**config.mk**
```make
export PLATFORM = sky130hd
export DESIGN_NAME = inv_key_sched_flat
export DESIGN_NICKNAME = d
export VERILOG_FILES = /design/src/rtl/aes_pkg.sv /design/src/rtl/inv_key_sched_if.sv /design/src/rtl/aes_sbox.sv /design/src/rtl/inv_key_sched.sv /design/src/flat_wrapper.sv
export SDC_FILE = /design/constraint.sdc
export NUM_CORES = 2
export LEC_CHECK = 0
export ABC_AREA = 1
export ABC_CLOCK_PERIOD_IN_PS = 19900
export CAP_MARGIN = 25
export CORE_ASPECT_RATIO = 1.4
export CORE_UTILIZATION = 35
export DETAILED_ROUTE_END_ITERATION = 6
export PLACE_DENSITY_LB_ADDON = 0.25
export REMOVE_ABC_BUFFERS = 1
export SYNTH_ARGS = -nofsm -noshare
export SYNTH_HDL_FRONTEND = slang
export SYNTH_SLANG_ARGS = --single-unit
export TNS_END_PERCENT = 5
```
**constraint.sdc**
```tcl
create_clock -name clk -period 19.9 [get_ports clk]
set_input_delay 2.985 -clock clk [delete_from_list [all_inputs] [get_ports clk]]
set_output_delay 2.985 -clock clk [all_outputs]
set_load 0.1 [all_outputs]
```
**src/rtl/aes_pkg.sv**
```systemverilog
// rtl/aes_pkg.sv - shared AES constants and types for the inverse key schedule
package aes_pkg;

  localparam int NR = 10;

  // Index 0 is unused; the round counter addresses entries 1..NR directly.
  localparam logic [7:0] RCON [0:10] = '{
    8'h00, 8'h01, 8'h02, 8'h04, 8'h08, 8'h10, 8'h20, 8'h40, 8'h80, 8'h1b, 8'h36
  };

  typedef enum logic [1:0] {
    IDLE,
    EXPAND,
    SERVE
  } state_t;

  typedef logic [0:127] block_t;

endpackage

```
**src/rtl/inv_key_sched_if.sv**
```systemverilog
// rtl/inv_key_sched_if.sv - key-in / round-key-out handshake bundle
interface inv_key_sched_if;
  import aes_pkg::*;

  logic       key_valid;
  logic       key_ready;
  block_t     cipher_key;
  logic       rk_valid;
  logic       rk_req;
  block_t     rk_out;
  logic [3:0] rk_idx;
  logic       done;

  modport master (
    output key_valid, cipher_key, rk_req,
    input  key_ready, rk_valid, rk_out, rk_idx, done
  );

  modport slave (
    input  key_valid, cipher_key, rk_req,
    output key_ready, rk_valid, rk_out, rk_idx, done
  );

endinterface

```
**src/rtl/aes_sbox.sv**
```systemverilog
// rtl/aes_sbox.sv - combinational AES forward S-box, one byte
module aes_sbox (
  input  logic [7:0] a,
  output logic [7:0] s
);

  localparam logic [0:2047] SBOX = {
    128'h637c777bf26b6fc53001672bfed7ab76,
    128'hca82c97dfa5947f0add4a2af9ca472c0,
    128'hb7fd9326363ff7cc34a5e5f171d83115,
    128'h04c723c31896059a071280e2eb27b275,
    128'h09832c1a1b6e5aa0523bd6b329e32f84,
    128'h53d100ed20fcb15b6acbbe394a4c58cf,
    128'hd0efaafb434d338545f9027f503c9fa8,
    128'h51a3408f929d38f5bcb6da2110fff3d2,
    128'hcd0c13ec5f974417c4a77e3d645d1973,
    128'h60814fdc222a908846eeb814de5e0bdb,
    128'he0323a0a4906245cc2d3ac629195e479,
    128'he7c8376d8dd54ea96c56f4ea657aae08,
    128'hba78252e1ca6b4c6e8dd741f4bbd8b8a,
    128'h703eb5664803f60e613557b986c11d9e,
    128'he1f8981169d98e949b1e87e9ce5528df,
    128'h8ca1890dbfe6426841992d0fb054bb16
  };

  assign s = SBOX[{a, 3'b000} +: 8];

endmodule

```
**src/rtl/inv_key_sched.sv**
```systemverilog
// rtl/inv_key_sched.sv - AES-128 key expansion served in decryption order
// Optional expanded-key cache: INV_KEY_SCHED_CACHE_EN
module inv_key_sched
  import aes_pkg::*;
#(
  parameter int NR = aes_pkg::NR
) (
  input logic            clk,
  input logic            rst,
  inv_key_sched_if.slave bus
);

  localparam logic [3:0] LAST = 4'(NR);

  state_t     state;
  logic [3:0] r;
  block_t     rk_buf [0:NR];

  logic       key_ready_q;
  logic       rk_valid_q;
  block_t     rk_out_q;
  logic [3:0] rk_idx_q;
  logic       done_q;

  assign bus.key_ready = key_ready_q;
  assign bus.rk_valid  = rk_valid_q;
  assign bus.rk_out    = rk_out_q;
  assign bus.rk_idx    = rk_idx_q;
  assign bus.done      = done_q;

  logic accept;
  logic hit;

  assign accept = (state == IDLE) && bus.key_valid && key_ready_q;

`ifdef INV_KEY_SCHED_CACHE_EN
  logic   cache_valid;
  block_t cache_key;

  assign hit = cache_valid && (bus.cipher_key == cache_key);

  // A miss overwrites entry 0 at once, so the cache is invalid until the new expansion completes.
  always_ff @(posedge clk) begin
    if (rst) begin
      cache_valid <= 1'b0;
    end else if (accept && !hit) begin
      cache_valid <= 1'b0;
    end else if (state == EXPAND && r == LAST) begin
      cache_valid <= 1'b1;
      cache_key   <= rk_buf[0];
    end
  end
`else
  assign hit = 1'b0;
`endif

  logic [3:0]  src;
  block_t      prev;
  block_t      next;
  logic [31:0] w0, w1, w2, w3;
  logic [31:0] rot, sub, t;
  logic [31:0] n0, n1, n2, n3;

  always_comb begin
    src  = (r == 4'd0) ? 4'd0 : r - 4'd1;
    prev = rk_buf[src];
  end

  assign w0  = prev[0:31];
  assign w1  = prev[32:63];
  assign w2  = prev[64:95];
  assign w3  = prev[96:127];
  assign rot = {w3[23:0], w3[31:24]};

  for (genvar i = 0; i < 4; i++) begin : g_subword
    aes_sbox u_sbox (
      .a (rot[8*i +: 8]),
      .s (sub[8*i +: 8])
    );
  end

  assign t    = sub ^ {RCON[r], 24'h000000};
  assign n0   = w0 ^ t;
  assign n1   = w1 ^ n0;
  assign n2   = w2 ^ n1;
  assign n3   = w3 ^ n2;
  assign next = {n0, n1, n2, n3};

  logic       wr_en;
  logic [3:0] wr_idx;
  block_t     wr_data;

  always_comb begin
    wr_en   = 1'b0;
    wr_idx  = r;
    wr_data = next;
    if (accept && !hit) begin
      wr_en   = 1'b1;
      wr_idx  = 4'd0;
      wr_data = bus.cipher_key;
    end else if (state == EXPAND) begin
      wr_en = 1'b1;
    end
  end

  // The schedule buffer has no reset; it is only visible through rk_out_q while rk_valid is high.
  always_ff @(posedge clk) begin
    if (!rst && wr_en) begin
      rk_buf[wr_idx] <= wr_data;
    end
  end

  always_ff @(posedge clk) begin
    if (rst) begin
      state       <= IDLE;
      r           <= 4'd0;
      key_ready_q <= 1'b1;
      rk_valid_q  <= 1'b0;
      rk_out_q    <= '0;
      rk_idx_q    <= 4'd0;
      done_q      <= 1'b0;
    end else begin
      done_q <= 1'b0;
      case (state)
        IDLE: begin
          if (accept) begin
            key_ready_q <= 1'b0;
            if (hit) begin
              state      <= SERVE;
              rk_valid_q <= 1'b1;
              rk_idx_q   <= LAST;
              rk_out_q   <= rk_buf[NR];
            end else begin
              state <= EXPAND;
              r     <= 4'd1;
            end
          end
        end
        EXPAND: begin
          if (r == LAST) begin
            state      <= SERVE;
            r          <= 4'd0;
            rk_valid_q <= 1'b1;
            rk_idx_q   <= LAST;
            rk_out_q   <= next;
          end else begin
            r <= r + 4'd1;
          end
        end
        SERVE: begin
          if (bus.rk_req) begin
            if (rk_idx_q == 4'd0) begin
              state       <= IDLE;
              rk_valid_q  <= 1'b0;
              rk_out_q    <= '0;
              done_q      <= 1'b1;
              key_ready_q <= 1'b1;
            end else begin
              rk_idx_q <= rk_idx_q - 4'd1;
              rk_out_q <= rk_buf[rk_idx_q - 4'd1];
            end
          end
        end
        default: begin
          state       <= IDLE;
          key_ready_q <= 1'b1;
          rk_valid_q  <= 1'b0;
          rk_out_q    <= '0;
          rk_idx_q    <= 4'd0;
        end
      endcase
    end
  end

endmodule

```
**src/flat_wrapper.sv**
```systemverilog
// flat-port wrapper written by rule: the top's interface ports become plain ports
module inv_key_sched_flat import aes_pkg::*;
#(
  parameter int NR = aes_pkg::NR
)
  (clk, rst, bus_key_valid, bus_cipher_key, bus_rk_req, bus_key_ready, bus_rk_valid, bus_rk_out, bus_rk_idx, bus_done);
  inv_key_sched_if bus_i ();
  input logic clk;
  input logic rst;
  input wire logic [$bits(bus_i.key_valid)-1:0] bus_key_valid;
  input wire logic [$bits(bus_i.cipher_key)-1:0] bus_cipher_key;
  input wire logic [$bits(bus_i.rk_req)-1:0] bus_rk_req;
  output wire logic [$bits(bus_i.key_ready)-1:0] bus_key_ready;
  output wire logic [$bits(bus_i.rk_valid)-1:0] bus_rk_valid;
  output wire logic [$bits(bus_i.rk_out)-1:0] bus_rk_out;
  output wire logic [$bits(bus_i.rk_idx)-1:0] bus_rk_idx;
  output wire logic [$bits(bus_i.done)-1:0] bus_done;
  assign bus_i.key_valid = bus_key_valid;
  assign bus_i.cipher_key = bus_cipher_key;
  assign bus_i.rk_req = bus_rk_req;
  assign bus_key_ready = bus_i.key_ready;
  assign bus_rk_valid = bus_i.rk_valid;
  assign bus_rk_out = bus_i.rk_out;
  assign bus_rk_idx = bus_i.rk_idx;
  assign bus_done = bus_i.done;
  inv_key_sched #(.NR(NR)) u_core (.clk(clk), .rst(rst), .bus(bus_i));
endmodule
```
Word-level counts from Yosys, hierarchy flattened
Memories as Yosys holds them, arrays and structs flattened.
Index checks and enable logic that the tools add are counted.
- shift operators: 4
- eq/ne operators: 8
- order comparisons: 1
- bitwise operators: 14
- add/sub/neg operators: 3
- mux-type cells: 34
- reduce and logical (&&, ||, !) cells: 15
- operators by type and width (kind ; number):
    2048-bit by 12-bit variable part select with 2049-bit output, first input constant ; 4
    128-bit 2-to-1 mux ; 4
    128-bit one-hot mux with 3 select lines ; 1
    32-bit XOR ; 5
    11-bit inverter with 12-bit output ; 4
    4-bit 2-to-1 mux ; 7
    8-bit 2-to-1 mux ; 2
    4-bit AND reduction ; 4
    4-bit one-hot mux with 3 select lines ; 1
    1-bit 2-to-1 mux ; 11
    4-bit logical NOT ; 2
    2-bit 2-to-1 mux ; 4
    4-bit one-hot mux with 2 select lines ; 1
    4-bit by 1-bit subtractor with 4-bit output, second input constant ; 2
    2-bit inequality test, second input constant ; 3
    1-bit one-hot mux with 3 select lines ; 2
    2-bit one-hot mux with 3 select lines ; 1
    5-bit greater-or-equal comparator, second input constant ; 1
    4-bit inverter with 5-bit output ; 1
    4-bit by 1-bit adder with 4-bit output, second input constant ; 1
    4-bit == test, second input constant ; 1
    2-bit by 1-bit inequality test with 1-bit output, second input constant ; 2
    1-bit inverter ; 4
    1-bit logical AND ; 3
    8 further kinds ; 8
- RAM bits: 1408
- memory bits (read-only): 128
- word-level logic and storage cells: 88
- input port bits: 132
- register bits after elaboration: 141
- memories: 2
- memories (memory ; depth ; bits a word ; read ports ; clocked after memory_dff ; write ports ; line ; source):
    u_core.rk_buf ; 11 ; 128 ; 2 ; 0 ; 1 ; inv_key_sched.sv:17 ; block_t rk_buf [0:NR];
    (no name shown) ; 16 ; 8 ; 1 ; 0 ; 0 ; inv_key_sched.sv:82 ; assign t = sub ^ {RCON[r], 24'h000000};

Longest topological paths before layout
An unclocked memory read counts as a cell.
- depth in word-level cells: 12
- gate-level depth with buffers: 34

By module
From an unflattened synthesis, not the netlist that was laid out.
- cell total of the unflattened synthesis: 11379
- area, all modules: 90770.8 um^2
- modules (own cells, without submodules) (module ; times used ; area each (um^2) ; cells each ; seq. area each (um^2)):
    inv_key_sched ; 1 ; 78748.0 ; 8812 ; 45103.3
    aes_sbox at u_core.g_subword[1].u_sbox ... ; 3 ; 2996.6 ; 646 ; 0.0
    aes_sbox at u_core.g_subword[0].u_sbox ; 1 ; 3032.9 ; 629 ; 0.0

Worst setup path before layout
No wires, ideal clock.
- kind: input port to flip-flop
- start: in bus_key_valid
- end: mem u_core.rk_buf[1][0] in the netlist's numbering, enable pin
- setup slack: 3.248 ns
- arrival: 15.723 ns
- stages on the path: 5
- required time: 18.971 ns
- buffers on the path: 1
- cell sequence: nand3_1 -> clkbuf_1 -> a21oi_1 -> inv_1 -> nor4_1
- cells in the longest elaborated chain, start to end: 6
- ends and longest elaborated chain (element ; line ; source):
    from (decl) ; flat_wrapper.sv:10 ; input wire logic [$bits(bus_i.key_valid)-1:0] bus_key_valid;
    1-bit logical AND (*) (2 in series) ; inv_key_sched.sv:34 ; assign accept = (state == IDLE) && bus.key_valid && key_ready_q;
    1-bit 2-to-1 mux ; inv_key_sched.sv:97 ; if (accept && !hit) begin
    1-bit logical AND ; inv_key_sched.sv:108 ; if (!rst && wr_en) begin
    1-bit 2-to-1 mux ; inv_key_sched.sv:108 ;
    1-bit 2-to-1 mux (implied by the code) ; inv_key_sched.sv:109 ; rk_buf[wr_idx] <= wr_data;
    to (decl) ; inv_key_sched.sv:17 ;
Every way passes the cells marked *; elsewhere a longest branch is shown, timed or not.

Worst setup path in the final report
- start: reg u_core.r[0]
- end: mem u_core.rk_buf[1][69] in the netlist's numbering (data pin)
- cells in the longest elaborated chain, start to end: 9
- ends and longest elaborated chain (element ; line ; source):
    from (decl) ; inv_key_sched.sv:16 ; logic [3:0] r;
    from (signal assigned) ; inv_key_sched.sv:147 ; r <= r + 4'd1;
    4-bit by 1-bit subtractor with 4-bit output / 4-bit logical NOT (equally long branches) ; inv_key_sched.sv:65 ; src = (r == 4'd0) ? 4'd0 : r - 4'd1;
    4-bit 2-to-1 mux (*) ; inv_key_sched.sv:65 ;
    memory read 11 x 128 bit (*) ; - ;
    11-bit inverter with 12-bit output (implied by the code) ; aes_sbox.sv:26 ; assign s = SBOX[{a, 3'b000} +: 8];
    2048-bit by 12-bit variable part select with 2049-bit output ; aes_sbox.sv:26 ;
    32-bit XOR ; inv_key_sched.sv:82 ;
    32-bit XOR ; inv_key_sched.sv:83 ; assign n0 = w0 ^ t;
    32-bit XOR (*) ; inv_key_sched.sv:84 ; assign n1 = w1 ^ n0;
    128-bit 2-to-1 mux (*) ; inv_key_sched.sv:97 ;
    via u_core.wr_data[69] ; inv_key_sched.sv:91 ; block_t wr_data;
Mark *: on every way through the listed nets, which the timed path passes. The rest lies on a longest branch.

==> impl_metrics.sql <==
INSERT INTO impl_metrics (metric_group, metric, value, unit) VALUES
('setup_path', 'regToRegStartpoint', 'u_core.r[0]', ''),
('timing', 'fin_ws', '11.18', 'ns'),
('setup_path', 'crit_arrival', '9.23', 'ns'),
('run_status', 'outcome', 'complete, but fails checks', ''),
('setup_path', 'cpPeakStageDelay', '0.84', 'ns'),
('clocking', 'total_cts_buffers', '169', ''),
('clocking', 'tritoncts', 'yes', ''),
('timing', 'final_min_period_over_clock_period', '43.8', '%'),
('floorplan', 'core_area', '255000', 'sq um'),
('clocking', 'cts_htree_levels', '4', ''),
('synthesis', 'yosys_warnings', '0', ''),
('setup_path', 'crit_path_end_kind', 'flip-flop', ''),
('clocking', 'clock_latency', '0.89', 'ns'),
('floorplan', 'floorplan.io_pins', '267', ''),
('timing', 'post-route-min-period', '8.72', 'ns'),
('run_status', 'violations', 'DRC', ''),
('synthesis', 'synth_flop_cell', 'edfxtp_1', ''),
('cells_and_area', 'most_frequent_standard_cell_in_the_layout_excluding_fill_and_tap_cells', 'nand2_1', ''),
('setup_path', 'timing.reg2reg.worst_path_depth', '25', ''),
('synthesis', 'syn-instance-count', '10957', ''),
('min_path', 'hold_path_depth', '2', ''),
('placement', 'port_buffers', '266', ''),
('grt', 'groute.usage.overall', '30.3', '%'),
('synthesis', 'yosysSeqAreaShare', '50.3', '%'),
('min_path', 'worst_hold_start', 'u_core.bus.rk_out[124]', ''),
('min_path', 'worst_hold_path_type', 'reg -> reg', ''),
('setup_path', 'timing.critical_path.required', '20.42', 'ns'),
('cells_and_area', 'finalInstanceArea', '99900', 'sq um'),
('synthesis', 'post-synth-top-area-cell', 'edfxtp_1', ''),
('grt', 'antenna_violations_before_repair', '10', ''),
('timing', 'max_slew_margin', '18.1', '%'),
('clocking', 'cts-hold-fix-buffers', '0', ''),
('routing', 'dr.first_iter.drc_count', '11287', ''),
('routing', 'route.detailed.drc', '1', ''),
('routing', 'drt_wl_total', '409', 'mm'),
('floorplan', 'vertical_die_dimension', '601', 'um'),
('grt', 'via_count_of_the_first_global_routing_pass', '84351', ''),
('setup_path', 'critical-path-top-delay-family', 'simple AND/OR/NAND/NOR gates', ''),
('placement', 'detailedPlace.worstSlack', '11.40', 'ns'),
('setup_path', 'worstReg2RegEnd', 'u_core.rk_buf[1][69]', ''),
('setup_path', 'setup.reg_to_reg.worst_slack', '11.18', 'ns'),
('placement', 'gp_congestion', '1.01', ''),
('timing', 'fmaxAchievable', '0.115', 'GHz'),
('clocking', 'cts_root_cell', 'clkbuf_16', ''),
('synthesis', 'synth_area', '89700', 'sq um'),
('clocking', 'cts.repair.resized', '0', ''),
('grt', 'largest_net_degree_at_the_start_of_global_routing', '192', ''),
('setup_path', 'worst-path-buf-inv', '6', ''),
('clocking', 'post_cts_setup_buffers', '0', ''),
('floorplan', 'floorplan.initialDensity', '35.2', '%'),
('setup_path', 'crit_path_frequent_cell', 'nand3_1', ''),
('floorplan', 'die_width', '430', 'um'),
('floorplan', 'placementRows', '219', ''),
('grt', 'grt_remaining_overflow', '0', ''),
('routing', 'wire_per_inst', '28.8', 'um'),
('synthesis', 'async_sr_flop_fraction', '0', '%'),
('placement', 'detailed_place.area', '94400', 'sq um'),
('cells_and_area', 'nFillCells', '25373', ''),
('timing', 'worst_clock_skew', '0.0705', 'ns'),
('floorplan', 'dieArea', '258000', 'sq um'),
('synthesis', 'count_of_state_elements_after_synthesis', '1549', ''),
('setup_path', 'worst-path-max-fanout', '184', ''),
('routing', 'route.detailed.vias_per_inst', '6.13', ''),
('grt', 'grt_first_pass_wirelength', '580', 'mm'),
('timing', 'max_slew.worst_pin.slew', '1.22', 'ns'),
('clocking', 'cts.sinks', '1549', ''),
('min_path', 'hold-path-endpoint', 'u_core.bus.rk_out[124]', ''),
('clocking', 'clock_transition_at_the_register_clock_pins_on_the_worst_setup_and_hold_paths_after_cts', '0.06', 'ns'),
('setup_path', 'crit_type', 'reg -> reg', ''),
('timing', 'grt_setup_unrepaired', 'no', ''),
('placement', 'dp_cells', '13854', '');
-- state kept, by name, summed over array words and instances, names as in the netlist --
| signal | count |
|---|---|
| u_core.rk_buf | 1408 |
| u_core.bus.rk_valid | 1 |
| u_core.bus.done | 1 |
| u_core.bus.key_ready | 1 |
| u_core.bus.rk_out | 128 |
| u_core.state | 2 |
| u_core.bus.rk_idx | 4 |
| u_core.r | 4 |
-- cell usage after synthesis, types with 23 or more instances --
cell type / instances
nand2_1: 2046
o21ai_0: 1619
clkbuf_1: 499
o21ai_1: 51
buf_6: 23
dfxtp_1: 141
ha_1: 62
inv_2: 33
nand2_2: 44
buf_2: 204
edfxtp_1: 1408
nor2_1: 505
buf_1: 49
o211ai_1: 243
o221ai_1: 94
a31oi_1: 43
inv_1: 732
buf_4: 79
nand3_1: 2021
a21oi_1: 931
-- cell families after synthesis --
group / count (synthesis) / synth area share [%]
AO/OA/AOI/OAI: 3006 / 18.0
adder cells (fa/ha/maj): 62 / 0.865
AND/OR/NAND/NOR: 4704 / 23.1
XOR/XNOR: 10 / 0.0976
buffers and inverters: 1626 / 7.63
flip-flops: 1549 / 50.3
-- routing by layer --
layer  global-route usage (%)  vias to the layer above  wire (um)
met4                     20.0                        8      29300
met2                     50.1                     5357     192000
met5                        0                        -         58
li1                         -                    38245          -
met3                     4.99                     1302      35400
met1                     36.4                    42104     152000
-- through the flow --
stage                     util, %  hold WS, ns
after floorplan                 -        0.473
after global placement       37.1        0.452
after detailed placement     37.1        0.455
after CTS                    39.2        0.465
after global routing         39.3        0.480
final                        39.3        0.462
-- layout make-up --
type                            instances  area (sq um)  area share [%]
Sequential cell                      1549         45100            45.1
Multi-Input combinational cell       7782         38000            38.0
Clock buffer                          216          4510            4.51
Timing Repair Buffer                  463          4320            4.33
Tap cell                             3315          4150            4.15
Inverter                              770          2940            2.94
Clock inverter                         85           908           0.909
Antenna cell                            4          10.0          0.0100
-- how the worst max path moves through the flow --
stage,cells after the start,end,start,slack (ns)
6_report,25,u_core.rk_buf[1][69],u_core.r[0],11.18
4_1_cts,25,u_core.rk_buf[3][65],u_core.r[0],11.30
3_5_place_dp,25,u_core.rk_buf[0][65],u_core.r[0],11.40
5_1_grt,27,u_core.rk_buf[6][66],u_core.r[0],10.85
3_3_place_gp,27,u_core.rk_buf[4][66],u_core.r[0],11.39
2_1_floorplan,9,u_core.bus.rk_out[19],u_core.bus.rk_idx[0],-30.55
-- worst register-to-register path, cell delays in order (launching register included) --
cell	delay, ns
dfxtp_1	0.41
nor2_4	0.35
nand2_8	0.42
nand2_8	0.62
buf_12	0.59
buf_4	0.83
buf_4	0.82
nand2_1	0.16
nand3_1	0.11
nand3_1	0.09
nand3_1	0.15
nand2_2	0.42
inv_2	0.17
buf_4	0.65
nand2_1	0.33
inv_1	0.12
nand2_1	0.06
nand3_1	0.07
nand3_1	0.18
nand3_1	0.13
nand3_1	0.26
nand3_1	0.27
nand2_1	0.10
nand2_1	0.10
nand2_1	0.11
o21ai_0	0.84
Power is left out: the tool's default activity adds up to more than one toggle a clock period on the data nets, which glitch-free logic cannot reach.
